**src/rtl/bennett_clock_monitor_if.sv**
```systemverilog
// Bundle between a ramp generator (master) and the clock monitor (slave).
// Rails and ramp flags flow toward the monitor; status and error reports flow back.
interface bennett_clock_monitor_if #(
    parameter int WIDTH = 11,
    parameter int CNT_W = 16
);
    localparam int LW = $clog2(WIDTH + 1);

    logic [WIDTH-1:0] clkn;
    logic [WIDTH-1:0] clkp;
    logic             Fclk;
    logic             instFlag;

    logic             locked;
    logic [LW-1:0]    level;
    logic             ramp_dir;
    logic             cycle_done;
    logic [CNT_W-1:0] cycle_count;
    logic             err;
    logic             err_sticky;
    logic [2:0]       err_code;

    modport master (
        output clkn, clkp, Fclk, instFlag,
        input  locked, level, ramp_dir, cycle_done, cycle_count, err, err_sticky, err_code
    );

    modport slave (
        input  clkn, clkp, Fclk, instFlag,
        output locked, level, ramp_dir, cycle_done, cycle_count, err, err_sticky, err_code
    );
endinterface

```
**src/rtl/bennett_clock_monitor.sv**
```systemverilog
// Checks that a multi-stage clock ramp climbs 1..WIDTH and falls back to 0, counting full cycles.
// One-cycle latency: every output is registered from the sample taken at the same edge; no backpressure.
module bennett_clock_monitor #(
    parameter int WIDTH = 11,
    parameter int CNT_W = 16
) (
    input  logic                    clk,
    input  logic                    reset,
    bennett_clock_monitor_if.slave  mon
);
    localparam int LW = $clog2(WIDTH + 1);

    typedef enum logic [1:0] {
        ST_UNLOCKED = 2'd0,
        ST_UP       = 2'd1,
        ST_DOWN     = 2'd2
    } state_t;

    state_t           state_q;
    logic [LW-1:0]    prev_l_q;
    logic             locked_q;
    logic [LW-1:0]    level_q;
    logic             ramp_dir_q;
    logic             cycle_done_q;
    logic [CNT_W-1:0] cycle_count_q;
    logic             err_q;
    logic             err_sticky_q;
    logic [2:0]       err_code_q;

    logic [WIDTH-1:0] active;
    logic [LW-1:0]    level_d;
    logic [LW-1:0]    exp_level;
    logic             thermo_ok;
    logic             at_top;
    logic             at_bot;
    logic             seq_err;
    logic             fclk_err;
    logic             inst_err;
    logic [2:0]       code_d;

    // Anything other than a clean 0/1 rail pair, X/Z included, counts as inactive.
    always_comb begin
        active    = '0;
        level_d   = '0;
        thermo_ok = 1'b1;
        for (int i = 0; i < WIDTH; i++) begin
            active[i] = (mon.clkn[i] === 1'b0) && (mon.clkp[i] === 1'b1);
            level_d   = level_d + LW'(active[i]);
        end
        for (int i = 0; i < WIDTH; i++) begin
            if (active[i] != (i < int'(level_d))) begin
                thermo_ok = 1'b0;
            end
        end
    end

    always_comb begin
        at_top    = (level_d == LW'(WIDTH));
        at_bot    = (level_d == '0);
        exp_level = '0;
        seq_err   = 1'b0;
        fclk_err  = 1'b0;
        inst_err  = 1'b0;
        case (state_q)
            ST_UP: begin
                exp_level = prev_l_q + LW'(1);
                seq_err   = (level_d != exp_level);
                fclk_err  = (mon.Fclk != at_top);
                inst_err  = mon.instFlag;
            end
            ST_DOWN: begin
                exp_level = prev_l_q - LW'(1);
                seq_err   = (level_d != exp_level);
                fclk_err  = mon.Fclk;
                inst_err  = (mon.instFlag != at_bot);
            end
            default: ;
        endcase
        if (!thermo_ok)    code_d = 3'd1;
        else if (seq_err)  code_d = 3'd2;
        else if (fclk_err) code_d = 3'd3;
        else if (inst_err) code_d = 3'd4;
        else               code_d = 3'd0;
    end

    always_ff @(posedge clk) begin
        if (reset) begin
            state_q       <= ST_UNLOCKED;
            prev_l_q      <= '0;
            locked_q      <= 1'b0;
            level_q       <= '0;
            ramp_dir_q    <= 1'b0;
            cycle_done_q  <= 1'b0;
            cycle_count_q <= '0;
            err_q         <= 1'b0;
            err_sticky_q  <= 1'b0;
            err_code_q    <= '0;
        end else begin
            prev_l_q     <= level_d;
            level_q      <= level_d;
            err_q        <= (code_d != 3'd0);
            cycle_done_q <= 1'b0;
            if (code_d != 3'd0) begin
                // Only the first error after reset is kept for diagnosis.
                err_sticky_q <= 1'b1;
                if (!err_sticky_q) begin
                    err_code_q <= code_d;
                end
                state_q    <= ST_UNLOCKED;
                locked_q   <= 1'b0;
                ramp_dir_q <= 1'b0;
            end else begin
                case (state_q)
                    ST_UNLOCKED: begin
                        if (prev_l_q == '0 && level_d == LW'(1) && !mon.instFlag) begin
                            state_q  <= ST_UP;
                            locked_q <= 1'b1;
                        end
                    end
                    ST_UP: begin
                        if (at_top) begin
                            state_q    <= ST_DOWN;
                            ramp_dir_q <= 1'b1;
                        end
                    end
                    ST_DOWN: begin
                        if (at_bot) begin
                            state_q       <= ST_UP;
                            ramp_dir_q    <= 1'b0;
                            cycle_done_q  <= 1'b1;
                            cycle_count_q <= cycle_count_q + CNT_W'(1);
                        end
                    end
                    default: begin
                        state_q  <= ST_UNLOCKED;
                        locked_q <= 1'b0;
                    end
                endcase
            end
        end
    end

    assign mon.locked      = locked_q;
    assign mon.level       = level_q;
    assign mon.ramp_dir    = ramp_dir_q;
    assign mon.cycle_done  = cycle_done_q;
    assign mon.cycle_count = cycle_count_q;
    assign mon.err         = err_q;
    assign mon.err_sticky  = err_sticky_q;
    assign mon.err_code    = err_code_q;
endmodule
```
**src/flat_wrapper.sv**
```systemverilog
// flat-port wrapper written by rule: the top's interface ports become plain ports
module bennett_clock_monitor_flat 
#(
    parameter int WIDTH = 11,
    parameter int CNT_W = 16
)
  (clk, reset, mon_clkn, mon_clkp, mon_Fclk, mon_instFlag, mon_locked, mon_level, mon_ramp_dir, mon_cycle_done, mon_cycle_count, mon_err, mon_err_sticky, mon_err_code);
  bennett_clock_monitor_if #(.WIDTH(WIDTH), .CNT_W(CNT_W)) mon_i ();
  input  logic clk;
  input  logic reset;
  input wire logic [$bits(mon_i.clkn)-1:0] mon_clkn;
  input wire logic [$bits(mon_i.clkp)-1:0] mon_clkp;
  input wire logic [$bits(mon_i.Fclk)-1:0] mon_Fclk;
  input wire logic [$bits(mon_i.instFlag)-1:0] mon_instFlag;
  output wire logic [$bits(mon_i.locked)-1:0] mon_locked;
  output wire logic [$bits(mon_i.level)-1:0] mon_level;
  output wire logic [$bits(mon_i.ramp_dir)-1:0] mon_ramp_dir;
  output wire logic [$bits(mon_i.cycle_done)-1:0] mon_cycle_done;
  output wire logic [$bits(mon_i.cycle_count)-1:0] mon_cycle_count;
  output wire logic [$bits(mon_i.err)-1:0] mon_err;
  output wire logic [$bits(mon_i.err_sticky)-1:0] mon_err_sticky;
  output wire logic [$bits(mon_i.err_code)-1:0] mon_err_code;
  assign mon_i.clkn = mon_clkn;
  assign mon_i.clkp = mon_clkp;
  assign mon_i.Fclk = mon_Fclk;
  assign mon_i.instFlag = mon_instFlag;
  assign mon_locked = mon_i.locked;
  assign mon_level = mon_i.level;
  assign mon_ramp_dir = mon_i.ramp_dir;
  assign mon_cycle_done = mon_i.cycle_done;
  assign mon_cycle_count = mon_i.cycle_count;
  assign mon_err = mon_i.err;
  assign mon_err_sticky = mon_i.err_sticky;
  assign mon_err_code = mon_i.err_code;
  bennett_clock_monitor #(.WIDTH(WIDTH), .CNT_W(CNT_W)) u_core (.clk(clk), .reset(reset), .mon(mon_i));
endmodule
```
**config.mk**
```make
export PLATFORM = sky130hd
export DESIGN_NAME = bennett_clock_monitor_flat
export DESIGN_NICKNAME = d
export VERILOG_FILES = /design/src/rtl/bennett_clock_monitor_if.sv /design/src/rtl/bennett_clock_monitor.sv /design/src/flat_wrapper.sv
export SDC_FILE = /design/constraint.sdc
export NUM_CORES = 1
export LEC_CHECK = 0
export BUFFER_PORTS_ARGS = -buffer_cell sky130_fd_sc_hd__buf_2
export CELL_PAD_IN_SITES_DETAIL_PLACEMENT = 0
export CELL_PAD_IN_SITES_GLOBAL_PLACEMENT = 1
export CORE_AREA = 2 2 80 82
export CTS_CLUSTER_SIZE = 10
export DETAILED_ROUTE_END_ITERATION = 8
export DIE_AREA = 0 0 82 84
export PLACE_DENSITY = 0.86
export SLEW_MARGIN = 25
export SYNTH_ARGS = -nofsm -noshare
export SYNTH_HDL_FRONTEND = slang
export SYNTH_SLANG_ARGS = --single-unit
export TNS_END_PERCENT = 10
```
**constraint.sdc**
```tcl
create_clock -name clk -period 8.4 [get_ports clk]
set_input_delay 1.68 -clock clk [delete_from_list [all_inputs] [get_ports clk]]
set_output_delay 1.68 -clock clk [all_outputs]
set_load 0.03 [all_outputs]
```
==> impl_metrics.json <==
{
  "die-area_um2": 6888,
  "r2r_start": "u_core.state_q[0]",
  "cts_tree": "done",
  "drt-total-wl_mm": 5.776,
  "drtIter0Drc": 85,
  "cts-htree-levels": 2,
  "p_switching_mw": 0.2109,
  "rsz0062_at_grt": "no",
  "ys.flop_type": "dfxtp_1",
  "coreArea_um2": 6096,
  "dieHeight_um": 84,
  "relSlewSlack_pct": 46.65,
  "total_power_mw": 0.5107,
  "portBuffers": 53,
  "dr.pass1.iters": 4,
  "reg2reg_to": "u_core.mon.cycle_count[8]",
  "avgSynthCellArea_um2": 8.116,
  "fmax_mhz": 136.8,
  "die_w_um": 82,
  "finalHoldViolCount": 0,
  "status": "completed",
  "cts_max_path_buffers": 2,
  "period_share_pct": 87.02,
  "max_cap_viol_count": 0,
  "insertion_delay_ps": 280,
  "layout.nets": 385,
  "cp.arrival_ps": 7520,
  "reg2reg_depth": 11,
  "crit_fanout": 16,
  "cts_made_buffers": 5,
  "synth_top_area_share_pct": 25.34,
  "synth_nets": 338,
  "worst_pin_slew_ps": 794.1,
  "place_hpwl_mm": 4.346,
  "antenna_found_initial": 0,
  "grt_max_degree": 34,
  "synth.largest_area_cell": "dfxtp_1",
  "ys_ff_latch": 30,
  "seqPwrFrac_pct": 30.2,
  "diodes": 0,
  "whs_ps": 469.1,
  "reg2reg_setup_slack_ps": 4420,
  "p_leak_nw": 1.190,
  "pwr-share-comb_pct": 46.0,
  "grt_pass1_wl_mm": 9.722,
  "syn_area_um2": 2370,
  "ir_worst_vdd_v": 0.0001156,
  "final_core_util_pct": 45.34,
  "min_path_type": "reg -> reg",
  "rows": 29,
  "ys_warn_count": 0,
  "cts_root_buf": "clkbuf_8",
  "start_kind": "input pin",
  "fin_skew_ps": 10.44,
  "synth.top_cells.by_area": "dfxtp_1, ha_1, fa_1, a21oi_1, o31ai_1",
  "dp_worst_setup_slack_ps": 787.8,
  "num_io_pins": 54,
  "worst_setup_path_end_kind": "register",
  "cts_resized": 0,
  "fin_ws_ps": 1091,
  "synth-edff-count": 0,
  "tns_ps": 0,
  "grt.overflow.total": 0,
  "path_clk_slew_ps": 70,
  "finalWeightedCongestion": 0.8517,
  "min_period_ps": 7309,
  "wl_per_cell_um": 13.85,
  "initial_core_util_pct": 38.88,
  "clock_sinks": 30,
  "swShare_pct": 41.31,
  "power_density_nw_per_um2": 184.8,
  "post-synth-top-count-cell": "dfxtp_1",
  "seq_area_frac_synth_pct": 25.34,
  "worstHoldPathCells": 2,
  "netlist_top_cells_count": "dfxtp_1, a21oi_1, inv_1",
  "setup_viol": 0,
  "synthToLayoutAreaGrowth_pct": 16.63,
  "crit_type": "in -> reg",
  "internal_power_mw": 0.2997,
  "drive_gt1_share_pct": 20.88,
  "synthCells": 292,
  "cts_hold_buf": 0,
  "ys_types": 55,
  "avgViaCountPerCell": 5.609,
  "drc_errors": 0,
  "post_cts_buffers": 0,
  "grtUsageTotal_pct": 17.56,
  "slew_violations": 0,
  "min_to": "u_core.mon.err_code[1]",
  "grt_pass1_vias": 2115,
  "crit_required_ps": 8610,
  "ant_nets": 0,
  "min_from": "u_core.mon.err_code[1]",
  "vias": 2339,
  "synth-async-reset-ratio_pct": 0,
  "power.share.clock_pct": 23.8
}
## layout by cell type (no fill, tap or decap), types with 2 or more instances in the layout
master,instances
nor3_1,10
a211o_1,2
nand2_1,13
or4_1,12
nor2b_1,7
o2111ai_1,2
nand2b_1,10
nor3b_1,2
fa_1,7
mux2_2,2
buf_4,2
a211oi_1,6
o22ai_1,4
nand3_1,16
and2_1,2
ha_1,13
nor2_1,15
o21bai_1,2
nand4_1,6
o211ai_1,3
dfxtp_1,30
clkbuf_8,6
and3_1,7
a21oi_1,22
buf_2,53
or3_1,4
nand4b_1,2
o21ai_0,12
inv_1,21
o31ai_1,13
xor2_1,5
nor4_1,4
## power groups by stage
stage          clock network (mW)  logic [mW]  registers, mW
2_1_floorplan                   0       0.172          0.169
3_3_place_gp                    0       0.229          0.158
3_5_place_dp                    0       0.232          0.158
4_1_cts                     0.125       0.233          0.154
5_1_grt                     0.132       0.260          0.156
6_report                    0.121       0.235          0.154
## cell type report
cell class              count  area (µm²)
clock inverters             1       5.005
well taps                  77       96.34
flip-flops and latches     30       600.6
fillers                   637        3332
repair buffers             55       280.3
clock buffers               7       86.33
inverters                  21       78.83
multi-input cells         226        1617
## worst max-delay path: stages
cell	delay, ps
buf_2	90
nand2b_1	160
inv_1	90
ha_1	240
fa_1	540
inv_1	60
fa_1	520
inv_1	50
fa_1	470
ha_1	260
fa_1	450
xnor2_1	160
buf_4	230
o211ai_1	280
or3_1	390
a21oi_1	250
nand4b_1	540
buf_4	410
or4_1	510
a21oi_1	150
## stage by stage
stage,std cells,area [µm²]
2_1_floorplan,292,2370
3_3_place_gp,409,2673
3_5_place_dp,409,2673
4_1_cts,417,2764
5_1_grt,417,2764
6_report,417,2764
## cells by family (layout without fill, tap and decap cells)
family	after synthesis	in the layout	synth area share [%]
buffers and inverters	36	84	6.442
muxes	3	3	1.373
AOI/OAI and AO/OA	80	80	22.76
and+or+nand+nor	116	116	27.93
DFF	30	30	25.34
xor gates and xnor gates	7	7	3.379
adders and majority gates	20	20	12.78
## registers in the layout, summed over array words and instances, names as in the netlist
| signal | count |
|---|---|
| u_core.mon.ramp_dir | 1 |
| u_core.mon.err_sticky | 1 |
| u_core.mon.err_code | 3 |
| u_core.prev_l_q | 4 |
| u_core.mon.err | 1 |
| u_core.mon.locked | 1 |
| u_core.mon.cycle_count | 16 |
| u_core.mon.cycle_done | 1 |
| u_core.state_q | 2 |
## worst max path at each step
stage | startpoint | endpoint | slack [ps]
2_1_floorplan | mon_clkn[1] | u_core.mon.cycle_count[15] | 1710
5_1_grt | mon_clkn[1] | u_core.mon.cycle_count[5] | 630
4_1_cts | mon_clkn[1] | u_core.mon.cycle_count[10] | 1080
3_3_place_gp | mon_clkn[0] | u_core.mon.cycle_count[10] | 920
3_5_place_dp | mon_clkn[1] | u_core.mon.cycle_count[13] | 790
6_report | mon_clkn[1] | u_core.mon.cycle_count[13] | 1090
## layer usage
| metal | up-vias | track usage [%] | part of all wire (%) |
|---|---|---|---|
| li1 | 1184 | - | - |
| met1 | 1098 | 24.67 | 49 |
| met2 | 55 | 27.35 | 46 |
| met3 | 2 | 3.247 | 4.5 |
| met4 | 0 | 4.545 | 0.48 |
| met5 | - | 0 | 0 |
Power figures use the tool's default switching activity.
